### config.mk
export PLATFORM = sky130hd
export DESIGN_NAME = program_loader
export DESIGN_NICKNAME = d
export VERILOG_FILES = /design/src/rtl/program_loader.sv
export SDC_FILE = /design/constraint.sdc
export NUM_CORES = 1
export LEC_CHECK = 0
export CORE_AREA = 5 5 65 67
export DETAILED_ROUTE_END_ITERATION = 8
export DIE_AREA = 0 0 70 72
export GPL_ROUTABILITY_DRIVEN = 0
export PLACE_DENSITY = 0.84
export SLEW_MARGIN = 20
export SYNTH_ARGS = -nofsm -noshare
export SYNTH_HDL_FRONTEND = slang
export SYNTH_SLANG_ARGS = --single-unit
### constraint.sdc
create_clock -name clk -period 1.42 [get_ports clk]
set_input_delay 0.213 -clock clk [delete_from_list [all_inputs] [get_ports clk]]
set_output_delay 0.213 -clock clk [all_outputs]
set_load 0.02 [all_outputs]
### src/rtl/program_loader.sv
// program_loader: byte-stream loader for the CPU instruction RAM.
//
// Stream format: one length byte N (1..2^ADDR_W), then N little-endian words
// sent as a low byte followed by a high byte. Each word is written to
// consecutive RAM addresses starting at 0. After the last word the CPU is
// released through PC_Enable. A bad header or a high byte with bits set above
// DATA_W-1 parks the loader in a sticky error state until reset.
//
// Optional feature macro: PROGRAM_LOADER_CHECKSUM_EN
//   When defined, a trailing checksum byte is expected after the last word.
//   It must equal the XOR of the header and every data byte, otherwise the
//   loader errors out instead of releasing the CPU.
module program_loader #(
    parameter int ADDR_W = 3,
    parameter int DATA_W = 11
) (
    input  logic              clk,
    input  logic              reset,
    input  logic [7:0]        in_data,
    input  logic              in_valid,
    output logic              in_ready,
    output logic [DATA_W-1:0] RAM_Write_Data,
    output logic [ADDR_W-1:0] RAM_Write_Address,
    output logic              RAM_Write_Enable,
    output logic              PC_Enable,
    output logic              done,
    output logic              error
);

    // remaining has to hold the full word count 2^ADDR_W, so it gets one extra bit
    localparam int REM_W     = ADDR_W + 1;
    localparam int MAX_WORDS = 1 << ADDR_W;

    // Bits of the high byte that would fall above the instruction width
    localparam logic [7:0] HI_MASK = 8'hFF << (DATA_W - 8);

    typedef enum logic [2:0] {
        S_HDR,
        S_LO,
        S_HI,
        S_WR,
        S_CHK,
        S_RUN,
        S_ERR
    } state_t;

    state_t              state_q, state_d;
    logic [ADDR_W-1:0]   addr_q, addr_d;
    logic [REM_W-1:0]    remaining_q, remaining_d;
    logic [7:0]          lo_q, lo_d;
    logic [DATA_W-1:0]   wdata_q, wdata_d;
    logic [ADDR_W-1:0]   waddr_q, waddr_d;
`ifdef PROGRAM_LOADER_CHECKSUM_EN
    logic [7:0]          chk_q, chk_d;
`endif

    logic                accept;
    logic                hdr_ok;
    logic                hi_ok;
    logic                last_word;
    logic [DATA_W-1:0]   word;

    // Decode of the byte currently offered, used by the next-state logic
    always_comb begin
        hdr_ok    = (in_data != 8'd0) && (32'(in_data) <= 32'(MAX_WORDS));
        hi_ok     = (in_data & HI_MASK) == 8'd0;
        word      = {in_data[DATA_W-9:0], lo_q};
        last_word = (remaining_q == REM_W'(1));
        accept    = in_valid && in_ready;
    end

    // Output decode from the registered state; write port holds between strobes
    always_comb begin
        in_ready          = (state_q == S_HDR) || (state_q == S_LO) ||
                            (state_q == S_HI)  || (state_q == S_CHK);
        RAM_Write_Enable  = (state_q == S_WR);
        RAM_Write_Data    = wdata_q;
        RAM_Write_Address = waddr_q;
        PC_Enable         = (state_q == S_RUN);
        done              = (state_q == S_RUN);
        error             = (state_q == S_ERR);
    end

    // Next-state logic: header check, byte capture, write sequencing
    always_comb begin
        state_d     = state_q;
        addr_d      = addr_q;
        remaining_d = remaining_q;
        lo_d        = lo_q;
        wdata_d     = wdata_q;
        waddr_d     = waddr_q;
`ifdef PROGRAM_LOADER_CHECKSUM_EN
        chk_d       = chk_q;
`endif

        case (state_q)
            S_HDR: begin
                if (accept) begin
`ifdef PROGRAM_LOADER_CHECKSUM_EN
                    chk_d = in_data;
`endif
                    if (hdr_ok) begin
                        addr_d      = '0;
                        remaining_d = REM_W'(in_data);
                        state_d     = S_LO;
                    end else begin
                        state_d = S_ERR;
                    end
                end
            end

            S_LO: begin
                if (accept) begin
                    lo_d    = in_data;
`ifdef PROGRAM_LOADER_CHECKSUM_EN
                    chk_d   = chk_q ^ in_data;
`endif
                    state_d = S_HI;
                end
            end

            S_HI: begin
                if (accept) begin
`ifdef PROGRAM_LOADER_CHECKSUM_EN
                    chk_d = chk_q ^ in_data;
`endif
                    if (hi_ok) begin
                        // Latch the word and its address so they are stable during WR
                        wdata_d = word;
                        waddr_d = addr_q;
                        state_d = S_WR;
                    end else begin
                        state_d = S_ERR;
                    end
                end
            end

            S_WR: begin
                remaining_d = remaining_q - REM_W'(1);
                if (last_word) begin
                    // Address is left on the final word rather than stepping past the RAM
`ifdef PROGRAM_LOADER_CHECKSUM_EN
                    state_d = S_CHK;
`else
                    state_d = S_RUN;
`endif
                end else begin
                    addr_d  = addr_q + ADDR_W'(1);
                    state_d = S_LO;
                end
            end

`ifdef PROGRAM_LOADER_CHECKSUM_EN
            S_CHK: begin
                if (accept) begin
                    if (in_data == chk_q) begin
                        state_d = S_RUN;
                    end else begin
                        state_d = S_ERR;
                    end
                end
            end
`endif

            S_RUN: begin
                state_d = S_RUN;
            end

            S_ERR: begin
                state_d = S_ERR;
            end

            default: begin
                state_d = S_ERR;
            end
        endcase
    end

    // State and datapath registers with synchronous reset
    always_ff @(posedge clk) begin
        if (reset) begin
            state_q     <= S_HDR;
            addr_q      <= '0;
            remaining_q <= '0;
            lo_q        <= '0;
            wdata_q     <= '0;
            waddr_q     <= '0;
        end else begin
            state_q     <= state_d;
            addr_q      <= addr_d;
            remaining_q <= remaining_d;
            lo_q        <= lo_d;
            wdata_q     <= wdata_d;
            waddr_q     <= waddr_d;
        end
    end

`ifdef PROGRAM_LOADER_CHECKSUM_EN
    // Running XOR of header and data bytes for the trailing checksum
    always_ff @(posedge clk) begin
        if (reset) begin
            chk_q <= '0;
        end else begin
            chk_q <= chk_d;
        end
    end
`endif

endmodule
==> results of run 1 <==
## worst min-delay path by stage
stage | depth (start not counted) | slack (ns) | from | to
after global placement | 2 | 0.44 | RAM_Write_Data[3]$_SDFFE_PP0P_ | RAM_Write_Data[3]$_SDFFE_PP0P_
after detailed placement | 2 | 0.45 | RAM_Write_Address[0]$_SDFFE_PP0P_ | RAM_Write_Address[0]$_SDFFE_PP0P_
final | 3 | 0.26 | in_data[7] | lo_q[7]$_SDFFE_PP0P_
after global routing | 3 | 0.31 | in_data[7] | lo_q[7]$_SDFFE_PP0P_
after floorplan | 1 | 0.29 | reset | remaining_q[0]$_SDFFE_PP0P_
after CTS | 3 | 0.33 | in_data[6] | lo_q[6]$_SDFFE_PP0P_
## critical path: stages (launching register included)
cell	delay (ns)
dfxtp_4	0.38
nor4b_4	0.41
nand4_4	0.19
or2_1	0.26
a221oi_2	0.20
## routing by layer
metal	GRT usage	wire (µm)
met1	0.1917	1898
met2	0.2665	1915
met3	0.05679	240
met4	0.08298	121
met5	0	0
## through the flow
| stage | hold WS [ns] | instance area (µm²) |
|---|---|---|
| 2_1_floorplan | 0.2917 | 1568 |
| 3_3_place_gp | 0.4397 | 2058 |
| 3_5_place_dp | 0.4460 | 2058 |
| 4_1_cts | 0.3285 | 2126 |
| 5_1_grt | 0.3091 | 2246 |
| 6_report | 0.2574 | 2246 |
## timing repair
| action | in CTS | in global routing |
|---|---|---|
| buffers inserted | 3 | 3 |
| endpoints found under the setup margin | 50 | 33 |
| cloned | 0 | 0 |
| endpoints found under the hold margin | 0 | 0 |
| hold buffers | 0 | 0 |
| resized for setup | 54 | 25 |
| pin swaps | 8 | 9 |
## cells in the mapped netlist (2+ instances only)
| library cell | count |
|---|---|
| buf_4 | 3 |
| a31oi_1 | 4 |
| mux2i_1 | 9 |
| nor2_1 | 15 |
| nand4_1 | 2 |
| o21ai_0 | 2 |
| ha_1 | 3 |
| inv_1 | 6 |
| nand2_1 | 35 |
| nor3_1 | 2 |
| a21oi_1 | 18 |
| a221oi_1 | 3 |
| dfxtp_1 | 32 |
| nor2b_1 | 3 |
| nand3_1 | 10 |
| buf_2 | 4 |
| clkbuf_1 | 4 |
## cell families after synthesis
kind of cell / synth area share
buf+inv: 0.05901
mux: 0.05821
fa+ha+maj: 0.02425
flops: 0.4139
compound gates: 0.1585
xor+xnor: 0.005660
simple gates: 0.2805
## cell type report
class | count | area [µm²] | share of cell area
multi-input combinational | 131 | 902.1 | 0.4017
tap | 48 | 60.06 | 0.02674
clock buffer | 7 | 55.05 | 0.02451
timing repair buffer | 65 | 545.5 | 0.2429
clock inverter | 1 | 7.507 | 0.003343
sequential | 32 | 653.1 | 0.2908
inverter | 6 | 22.52 | 0.01003
## power by group through the flow
stage | registers (mW) | clock network [mW] | logic, mW
after global routing | 0.924 | 0.605 | 0.238
after floorplan | 0.934 | 0 | 0.106
after global placement | 0.943 | 0 | 0.196
final | 0.921 | 0.560 | 0.223
after detailed placement | 0.943 | 0 | 0.198
after CTS | 0.922 | 0.565 | 0.197
## state kept, by name, indices dropped and copies added (netlist names)
| name | count |
|---|---|
| RAM_Write_Data | 11 |
| lo_q | 8 |
| remaining_q | 4 |
| RAM_Write_Address | 3 |
| addr_q | 3 |
| state_q | 3 |
==> metrics.md, run 1 <==
| Metric | Value |
|---|---|
| Fin cells | 290 |
| DRC errors left | 0 |
| Pwr dens | 758.8 nW/µm² |
| # H-tree levels | 2 |
| Failing checks | negative setup slack |
| Final setup margin | -0.09291 ns |
| Internal power | 1.258 mW |
| Clk Latency, worst-skew pair | 0.33 ns |
| Reg2reg path depth | 4 |
| Ant. Diodes | 0 |
| LEAKAGE | 0.9483 nW |
| Max-cap violations | 0 |
| Total gr overflow | 0 |
| Area leader, netlist | dfxtp_1 |
| Power Total | 1.704 mW |
| Slew headroom | 0.7322 |
| Setup violators final | 4 |
| RSZ-0062 raised after global routing | true |
| Area grow syn2layout | 45.11% |
| Crit path DAT | 1.77 ns |
| Sequential share of the synthesized area | 0.4139 |
| Flop pwr share | 0.541 |
| WL per Instance | 14.40 µm |
| Seq cells post-synth | 32 |
| Vias per cell | 5.245 |
| Crit. Startpoint | state_q[2]$_SDFFE_PP0P_ |
| Tcrit/Tclk final | 1.065 |
| Final antenna-violating net count | 0 |
| I/O pin cnt | 30 |
| Slew Viols, Final | 0 |
| Proportion of layout cells with a drive suffix above 1 | 0.3223 |
| DIE WIDTH | 70 µm |
| Critical Path Sink | remaining_q[0]$_SDFFE_PP0P_ |
| Leading cell type in the layout, fill and taps excluded | nand2_1 |
| Num Clock Sinks | 32 |
| Synth warn | 0 |
| Startpoint Class | register |
| Post-Syn Area per Cell | 8.551 µm² |
| Initial antenna violation count | 0 |
| Via count | 1,521 |
| R2R setup slack | -0.09 ns |
| Clk_skew | 0.004728 ns |
| Slew at the pin with the worst max-slew slack | 0.4008 ns |
| Dpl cells | 276 |
| Clock power frac | 0.328 |
| Syn Std Cell Area | 1548 µm² |
| TritonCTS buffer count | 5 |
| First-pass GRT wire length | 6720 µm |
| CP Data Required Time | 1.68 ns |
| Core Area | 3578 µm² |
| Share of flip-flops with an asynchronous set or reset | 0 |
| Detail Placement HPWL | 2828 µm |
| Drt total wl | 4175 µm |
| Hold Path Class | in2reg |
| All-layer global routing usage | 0.1636 |
| Fin. Hold Viols | 0 |
| Initial core utilization | 0.4325 |
| Vias in the first global route | 1,516 |
| Sw frac | 0.2618 |
| Pre-CTS setup slack | -0.4451 ns |
| Combinational power share | 0.131 |
| TritonCTS clock tree | yes |
| IO buf count | 29 |
| Clock Path Buffers | 2 |
| Clock Root Buffer | clkbuf_4 |
| Fill cells | 306 |
| 1st-iter DRT viols | 53 |
| EDFF count, synth | 0 |
| Clock slew at reported path FFs | 0.10 ns |
| Synth Net Count | 195 |
| Crit-path max FO | 6 |
| Final net count | 255 |
| Commonest cells after routing, fill and taps aside | nand2_1 (35), buf_4 (32), dfxtp_1 (28) |
| VDD IR-drop max | 741.2 µV |
| Net Sw Power | 0.4462 mW |
| Synth top area cells | dfxtp_1 (41%), nand2_1 (8.5%), a21oi_1 (5.8%) |
| Row count | 22 |
| Post-synth top area share | 0.4139 |
| Finished Core Util | 0.6276 |
| Full die area | 5040 µm² |
| Mapped Cells | 181 |
| CP Class | reg2reg |
| Largest net degree at the start of global routing | 23 |
| First-pass DRT Iterations | 4 |
| Ys flop type | dfxtp_1 |
| End of the worst register-to-register path | remaining_q[0]$_SDFFE_PP0P_ |
| Setup TNS Final | -0.2233 ns |
| Unique masters post-synth | 43 |
| Outcome | finished, violations left |
| Tmin final | 1.513 ns |
| Die Ht | 72 µm |
| Crit. End Element | register |
| Worst R2R Start | state_q[2]$_SDFFE_PP0P_ |
| Peak Freq | 661.0 MHz |
Power figures use the tool's default switching activity.
==> run 2: changes to the inputs <==
CORE_AREA = 5 5 81 53   (was 5 5 65 67)
DIE_AREA = 0 0 86 58   (was 0 0 70 72)
PLACE_DENSITY = 0.86   (was 0.84)
REMOVE_ABC_BUFFERS = 1   (was unset)
==> run 2 against run 1 <==
The run still ends with negative setup slack left. Count of clock-buffer cells in the layout stayed put. Critical endpoint is now remaining_q[1]$_SDFFE_PP0P_. Register-to-register slack hardly changed. Fmax down 0.91%. Largest cell class unchanged. Cell count is 1.0% higher. Flip-flop and latch count stayed put. Clock skew grew 0.0045 ns. Non-clock buffer count increased by 5. Highest routed layer unchanged.
==> metrics.md, run 2 (synthesis gave the netlist of run 1 again) <==
| Metric | Value |
|---|---|
| Crit. Startpoint | state_q[0]$_SDFFE_PP0P_ (was state_q[2]$_SDFFE_PP0P_) |
| Drt total wl | 4660 µm (was 4175 µm) |
| Hold Path Class | in2reg (unchanged) |
| Detail Placement HPWL | 2955 µm (was 2828 µm) |
| Crit. End Element | register (unchanged) |
| Max FFs per register | 11 (unchanged) |
| Via count | 1,586 (was 1,521) |
| 1st-iter DRT viols | 119 (was 53) |
| Commonest cells after routing, fill and taps aside | buf_4 (33), nand2_1 (30), dfxtp_1 (28) (was nand2_1 (35), buf_4 (32), dfxtp_1 (28)) |
| Tmin final | 1.527 ns (was 1.513 ns) |
| Area grow syn2layout | 52.63% (was 45.11%) |
| Largest net degree at the start of global routing | 33 (was 23) |
| End of the worst register-to-register path | remaining_q[1]$_SDFFE_PP0P_ (was remaining_q[0]$_SDFFE_PP0P_) |
| Full die area | 4988 µm² (was 5040 µm²) |
| Pwr dens | 812.6 nW/µm² (was 758.8 nW/µm²) |
| # H-tree levels | 2 (unchanged) |
| Reg2reg path depth | 7 (was 4) |
| Fin. Hold Viols | 0 (unchanged) |
| IO buf count | 29 (unchanged) |
| Initial antenna violation count | 0 (unchanged) |
| DRC errors left | 0 (unchanged) |
| VDD IR-drop max | 520.8 µV (was 741.2 µV) |
| Worst R2R Start | state_q[0]$_SDFFE_PP0P_ (was state_q[2]$_SDFFE_PP0P_) |
| R2R setup slack | -0.11 ns (was -0.09 ns) |
| Startpoint Class | register (unchanged) |
| Final setup margin | -0.1067 ns (was -0.09291 ns) |
| Setup violators final | 7 (was 4) |
| WL per Instance | 15.90 µm (was 14.40 µm) |
| Slew headroom | 0.7344 (was 0.7322) |
| Crit path DAT | 1.71 ns (was 1.77 ns) |
| Die Ht | 58 µm (was 72 µm) |
| TritonCTS clock tree | yes (unchanged) |
| Hold Worst Slack | 0.3256 ns (was 0.2574 ns) |
| Tcrit/Tclk final | 1.075 (was 1.065) |
| CP Class | reg2reg (unchanged) |
| Leading cell type in the layout, fill and taps excluded | buf_4 (was nand2_1) |
| Clock Root Buffer | clkbuf_8 (was clkbuf_4) |
| I/O pin cnt | 30 (unchanged) |
| Outcome | finished, violations left (unchanged) |
| Initial core utilization | 0.4410 (was 0.4325) |
| Proportion of layout cells with a drive suffix above 1 | 0.3780 (was 0.3223) |
| CP Data Required Time | 1.60 ns (was 1.68 ns) |
| Slew at the pin with the worst max-slew slack | 0.3975 ns (was 0.4008 ns) |
| Final net count | 260 (was 255) |
| Max-cap violations | 0 (unchanged) |
| Vias in the first global route | 1,517 (was 1,516) |
| First-pass DRT Iterations | 4 (unchanged) |
| LEAKAGE | 0.9977 nW (was 0.9483 nW) |
| Slew Viols, Final | 0 (unchanged) |
| Num Clock Sinks | 32 (unchanged) |
| Row count | 17 (was 22) |
| Crit-path max FO | 5 (was 6) |
| DIE WIDTH | 86 µm (was 70 µm) |
| First-pass GRT wire length | 7217 µm (was 6720 µm) |
| Setup TNS Final | -0.4558 ns (was -0.2233 ns) |
| All-layer global routing usage | 0.1851 (was 0.1636) |
| Vias per cell | 5.413 (was 5.245) |
| TritonCTS buffer count | 5 (unchanged) |
| Final antenna-violating net count | 0 (unchanged) |
| Failing checks | negative setup slack (unchanged) |
| Clk_skew | 0.009244 ns (was 0.004728 ns) |
| Critical Path Sink | remaining_q[1]$_SDFFE_PP0P_ (was remaining_q[0]$_SDFFE_PP0P_) |
| Clock Path Buffers | 2 (unchanged) |
| Finished Core Util | 0.6731 (was 0.6276) |
| Total gr overflow | 0 (unchanged) |
| RSZ-0062 raised after global routing | true (unchanged) |
| Pre-CTS setup slack | -0.4693 ns (was -0.4451 ns) |
| Ant. Diodes | 0 (unchanged) |
| Peak Freq | 655.0 MHz (was 661.0 MHz) |
| Core Area | 3510 µm² (was 3578 µm²) |
| Clock slew at reported path FFs | 0.07 ns (was 0.10 ns) |
| Clk Latency, worst-skew pair | 0.29 ns (was 0.33 ns) |
==> run 2: changes by cell type in the layout (fill, tap and decap cells not counted), sizes merged <==
cell / before / now
clkinvlp: 1 / 0
buf: 41 / 46
clkdlybuf4s15: 0 / 2
dlygate4sd2: 21 / 19
==> run 2: how the worst min path moves through the flow <==
stage / from / cells after the start / endpoint
2_1_floorplan: reset / 1 / RAM_Write_Data[10]$_SDFFE_PP0P_
3_3_place_gp: RAM_Write_Address[2]$_SDFFE_PP0P_ / 2 / RAM_Write_Address[2]$_SDFFE_PP0P_
3_5_place_dp: RAM_Write_Data[5]$_SDFFE_PP0P_ / 2 / RAM_Write_Data[5]$_SDFFE_PP0P_
4_1_cts: in_data[4] / 3 / lo_q[4]$_SDFFE_PP0P_
5_1_grt: in_data[6] / 3 / lo_q[6]$_SDFFE_PP0P_
6_report: in_data[6] / 3 / lo_q[6]$_SDFFE_PP0P_
==> run 2: power breakdown <==
| group | internal, mW | switching [mW] | total, mW |
|---|---|---|---|
| Sequential | 0.905 | 0.0191 | 0.924 |
| Combinational | 0.112 | 0.114 | 0.227 |
| Clock | 0.431 | 0.337 | 0.769 |
| Total | 1.45 | 0.471 | 1.92 |
==> run 2: repair_timing <==
action | CTS | global route
setup buffers | 8 | 2
endpoints found under the hold margin | 0 | 0
resized for setup | 66 | 27
hold buffers | 0 | 0
pin swaps | 12 | 19
setup endpoints to repair | 51 | 34
==> run 2: routing by layer <==
layer	part of all wire	GRT usage	vias to the layer above	wire length [µm]
met1	0.45	0.2367	768	2119
met4	0.023	0.06772	0	106
met3	0.057	0.06108	13	266
met5	0	0	-	0
li1	-	-	759	-
met2	0.47	0.2920	46	2168
==> run 2: worst max-delay path: stages (launching register included) <==
cell,delay (ns)
dfxtp_4,0.35
buf_6,0.11
nor4b_4,0.30
nand4_4,0.18
buf_6,0.16
buf_6,0.10
mux2i_1,0.14
a21oi_1,0.08
==> run 2: layout make-up <==
| class | instances | area [µm²] |
|---|---|---|
| Inverter | 6 | 22.52 |
| Sequential cell | 32 | 650.6 |
| Multi-Input combinational cell | 131 | 935.9 |
| Timing Repair Buffer | 70 | 598.1 |
| Clock buffer | 7 | 96.34 |
| Tap cell | 47 | 58.81 |
| Fill cell | 274 | 1147 |
==> run 2: metrics by stage <==
stage               total power, mW  instance area [µm²]  cells
floorplan                     1.013                 1479    169
global placement              1.141                 2073    276
detailed placement            1.149                 2073    276
CTS                           1.917                 2258    291
global route                  1.997                 2362    293
finish                        1.920                 2362    293
==> run 3: changes to the inputs <==
CORE_AREA = 5 5 78 51   (was 5 5 81 53)
DIE_AREA = 0 0 83 56   (was 0 0 86 58)
PLACE_DENSITY = 0.89   (was 0.86)
clock period = 1.6 ns   (was 1.42 ns; I/O delays follow)
==> run 3 against run 2 <==
Flip-flop and latch count is the same. Register-to-register slack better by 0.21 ns. Non-clock buffer count down 13. The flow now finishes without violations. Critical endpoint is now in_ready. Combinational power is 20% lower. Largest cell class unchanged. Hold slack worse by 0.0012 ns. Design area decreased by 7.5%. Global-route usage decreased by 0.28 points. Sequential share of layout area increased by 1.9 points. Clock skew is 0.0037 ns lower. Critical path depth fell by 4. Sequential power shrank 11%. Cell count shrank 4.8%.
==> metrics.md, run 3 (synthesis gave the netlist of run 1 again) <==
| Metric | Value |
|---|---|
| Setup TNS Final | 0 ns (was -0.4558 ns) |
| Setup violators final | 0 (was 7) |
| Worst-path cell chain | inv_1 > o21a_1 > dlygate4sd2_1 (was buf_6 > nor4b_4 > nand4_4 > buf_6 > buf_6 > mux2i_1 > a21oi_1) |
| Clock slew at reported path FFs | 0.07 ns (about the same) |
| VDD IR-drop max | 525.5 µV (was 520.8 µV) |
| Slew headroom | 0.7458 (was 0.7344) |
| Fin cells | 279 (was 293) |
| First-pass GRT wire length | 6913 µm (was 7217 µm) |
| I/O pin cnt | 30 (unchanged) |
| All-layer global routing usage | 0.1823 (was 0.1851) |
| Hold Startpoint | in_data[4] (was in_data[6]) |
| 1st-iter DRT viols | 160 (was 119) |
| Ant. Diodes | 0 (unchanged) |
| Vias per cell | 5.398 (was 5.413) |
| Finished Core Util | 0.6911 (was 0.6731) |
| Slew Viols, Final | 0 (unchanged) |
| Power Total | 1.769 mW (was 1.920 mW) |
| CP max-delay cell | dfxtp_2 (was dfxtp_4) |
| Crit. End Element | output pin (was register) |
| Clock Path Buffers | 2 (unchanged) |
| LEAKAGE | 0.8580 nW (was 0.9977 nW) |
| Outcome | complete, no violations (was finished, violations left) |
| Hold Worst Slack | 0.3244 ns (was 0.3256 ns) |
| End of the worst register-to-register path | remaining_q[0]$_SDFFE_PP0P_ (was remaining_q[1]$_SDFFE_PP0P_) |
| Num Clock Sinks | 32 (unchanged) |
| First-pass DRT Iterations | 4 (unchanged) |
| CP Data Required Time | 1.36 ns (was 1.60 ns) |
| Clk Latency, worst-skew pair | 0.29 ns (about the same) |
| Fill cells | 266 (was 274) |
| Crit path DAT | 1.30 ns (was 1.71 ns) |
| TritonCTS clock tree | yes (unchanged) |
| DRC errors left | 0 (unchanged) |
| Final net count | 247 (was 260) |
| Peak Freq | 651.2 MHz |
| R2R setup slack | 0.10 ns (was -0.11 ns) |
| Max-cap violations | 0 (unchanged) |
| Via count | 1,506 (was 1,586) |
| Max FFs per register | 11 (unchanged) |
| Fin. Hold Viols | 0 (unchanged) |
| Final Cell Area | 2186 µm² (was 2362 µm²) |
| DIE WIDTH | 83 µm (was 86 µm) |
| Proportion of layout cells with a drive suffix above 1 | 0.2265 (was 0.3780) |
| Detail Placement HPWL | 2911 µm (was 2955 µm) |
| Hold endpoint | lo_q[4]$_SDFFE_PP0P_ (was lo_q[6]$_SDFFE_PP0P_) |
| Tmin final | 1.536 ns |
| Reg2reg path depth | 4 (was 7) |
| Tcrit/Tclk final | 0.9597 |
| Slew at the pin with the worst max-slew slack | 0.3805 ns (was 0.3975 ns) |
| # H-tree levels | 2 (unchanged) |
| Post-DP Area | 2053 µm² (was 2073 µm²) |
| Total gr overflow | 0 (unchanged) |
| Pwr dens | 809.4 nW/µm² (was 812.6 nW/µm²) |
| Row count | 16 (was 17) |
| Full die area | 4648 µm² (was 4988 µm²) |
| TritonCTS buffer count | 5 (unchanged) |
| Largest net degree at the start of global routing | 33 (unchanged) |
| IO buf count | 29 (unchanged) |
| Final antenna-violating net count | 0 (unchanged) |
| Worst R2R Start | state_q[2]$_SDFFE_PP0P_ (was state_q[0]$_SDFFE_PP0P_) |
| Hold Path Class | in2reg (unchanged) |
| Initial core utilization | 0.4893 (was 0.4410) |
| WL per Instance | 14.56 µm (was 15.90 µm) |
| Dpl cells | 270 (was 276) |
| Leading cell type in the layout, fill and taps excluded | nand2_1 (was buf_4) |
| Crit-path max FO | 7 (was 5) |
| Crit path largest cell delay | 0.42 ns (was 0.35 ns) |
| Die Ht | 56 µm (was 58 µm) |
| Clk_skew | 0.005588 ns (was 0.009244 ns) |
| Final setup margin | 0.06440 ns (was -0.1067 ns) |
| Hold_buf cts | 0 (unchanged) |
| Clock Root Buffer | clkbuf_8 (unchanged) |
| Vias in the first global route | 1,479 (was 1,517) |
| Startpoint Class | register (unchanged) |
| Core Area | 3163 µm² (was 3510 µm²) |
| Hold Path Depth | 3 (unchanged) |
| Pre-CTS setup slack | -0.3428 ns (was -0.4693 ns) |
| Initial antenna violation count | 1 (was 0) |
| Area grow syn2layout | 41.23% (was 52.63%) |
| CP Class | reg2out (was reg2reg) |
| Drt total wl | 4063 µm (was 4660 µm) |
| Commonest cells after routing, fill and taps aside | nand2_1 (35), dfxtp_1 (29), buf_4 (26) (was buf_4 (33), nand2_1 (30), dfxtp_1 (28)) |
-- run 3: changes by cell type in the layout (fill, tap and decap cells not counted), sizes merged --
cell           change
clkdlybuf4s50     +18
clkdlybuf4s15      -2
dlymetal6s2s       +1
bufinv             +1
clkinv             +1
buf               -18
clkbuf             +1
dlygate4sd2       -14
-- run 3: power breakdown --
group	switching [mW]	internal, mW	total, mW	leakage [nW]
Combinational	0.0883	0.0923	0.181	0.544
Clock	0.305	0.462	0.767	0.0552
Sequential	0.0162	0.805	0.821	0.259
Total	0.410	1.36	1.77	0.858
-- run 3: final cells by class --
| class | instances | area [µm²] | share of cell area |
|---|---|---|---|
| Clock buffer | 6 | 72.57 | 0.03320 |
| Tap cell | 45 | 56.30 | 0.02576 |
| Inverter | 6 | 22.52 | 0.01030 |
| Timing Repair Buffer | 57 | 514.2 | 0.2353 |
| Sequential cell | 32 | 644.4 | 0.2948 |
| Multi-Input combinational cell | 131 | 840.8 | 0.3847 |
| Clock inverter | 2 | 35.03 | 0.01603 |
-- run 3: critical path: cells and delay by family, from the launching register on --
| family | cells | cell delay (ns) |
|---|---|---|
| AOI/OAI and AO/OA | 1 | 0.18 |
| buffers and inverters | 2 | 0.40 |
| DFF | 1 | 0.42 |
-- run 3: worst max path at each step --
stage | startpoint | end | slack, ns | cells past startpoint
2_1_floorplan | state_q[0]$_SDFFE_PP0P_ | lo_q[0]$_SDFFE_PP0P_ | -0.06 | 4
3_3_place_gp | in_data[0] | remaining_q[0]$_SDFFE_PP0P_ | -0.24 | 5
3_5_place_dp | in_data[0] | remaining_q[0]$_SDFFE_PP0P_ | -0.34 | 5
4_1_cts | in_data[7] | remaining_q[0]$_SDFFE_PP0P_ | 0.002 | 6
5_1_grt | in_valid | remaining_q[0]$_SDFFE_PP0P_ | -0.0008 | 5
6_report | state_q[2]$_SDFFE_PP0P_ | in_ready | 0.06 | 3
-- run 3: repair_timing --
item	4_1_cts	5_1_grt
buffers inserted	0	1
pin swaps	0	1
gates resized for setup	11	11
endpoints found under the hold margin	0	0
setup endpoints to repair	7	22
-- run 3: metal layers --
metal | GRT usage | vias up | share of wire
met4 | 0.06993 | 2 | 0.017
met1 | 0.2349 | 681 | 0.45
met2 | 0.2797 | 77 | 0.45
li1 | - | 736 | -
met5 | 0 | - | 0.0032
met3 | 0.06361 | 10 | 0.084
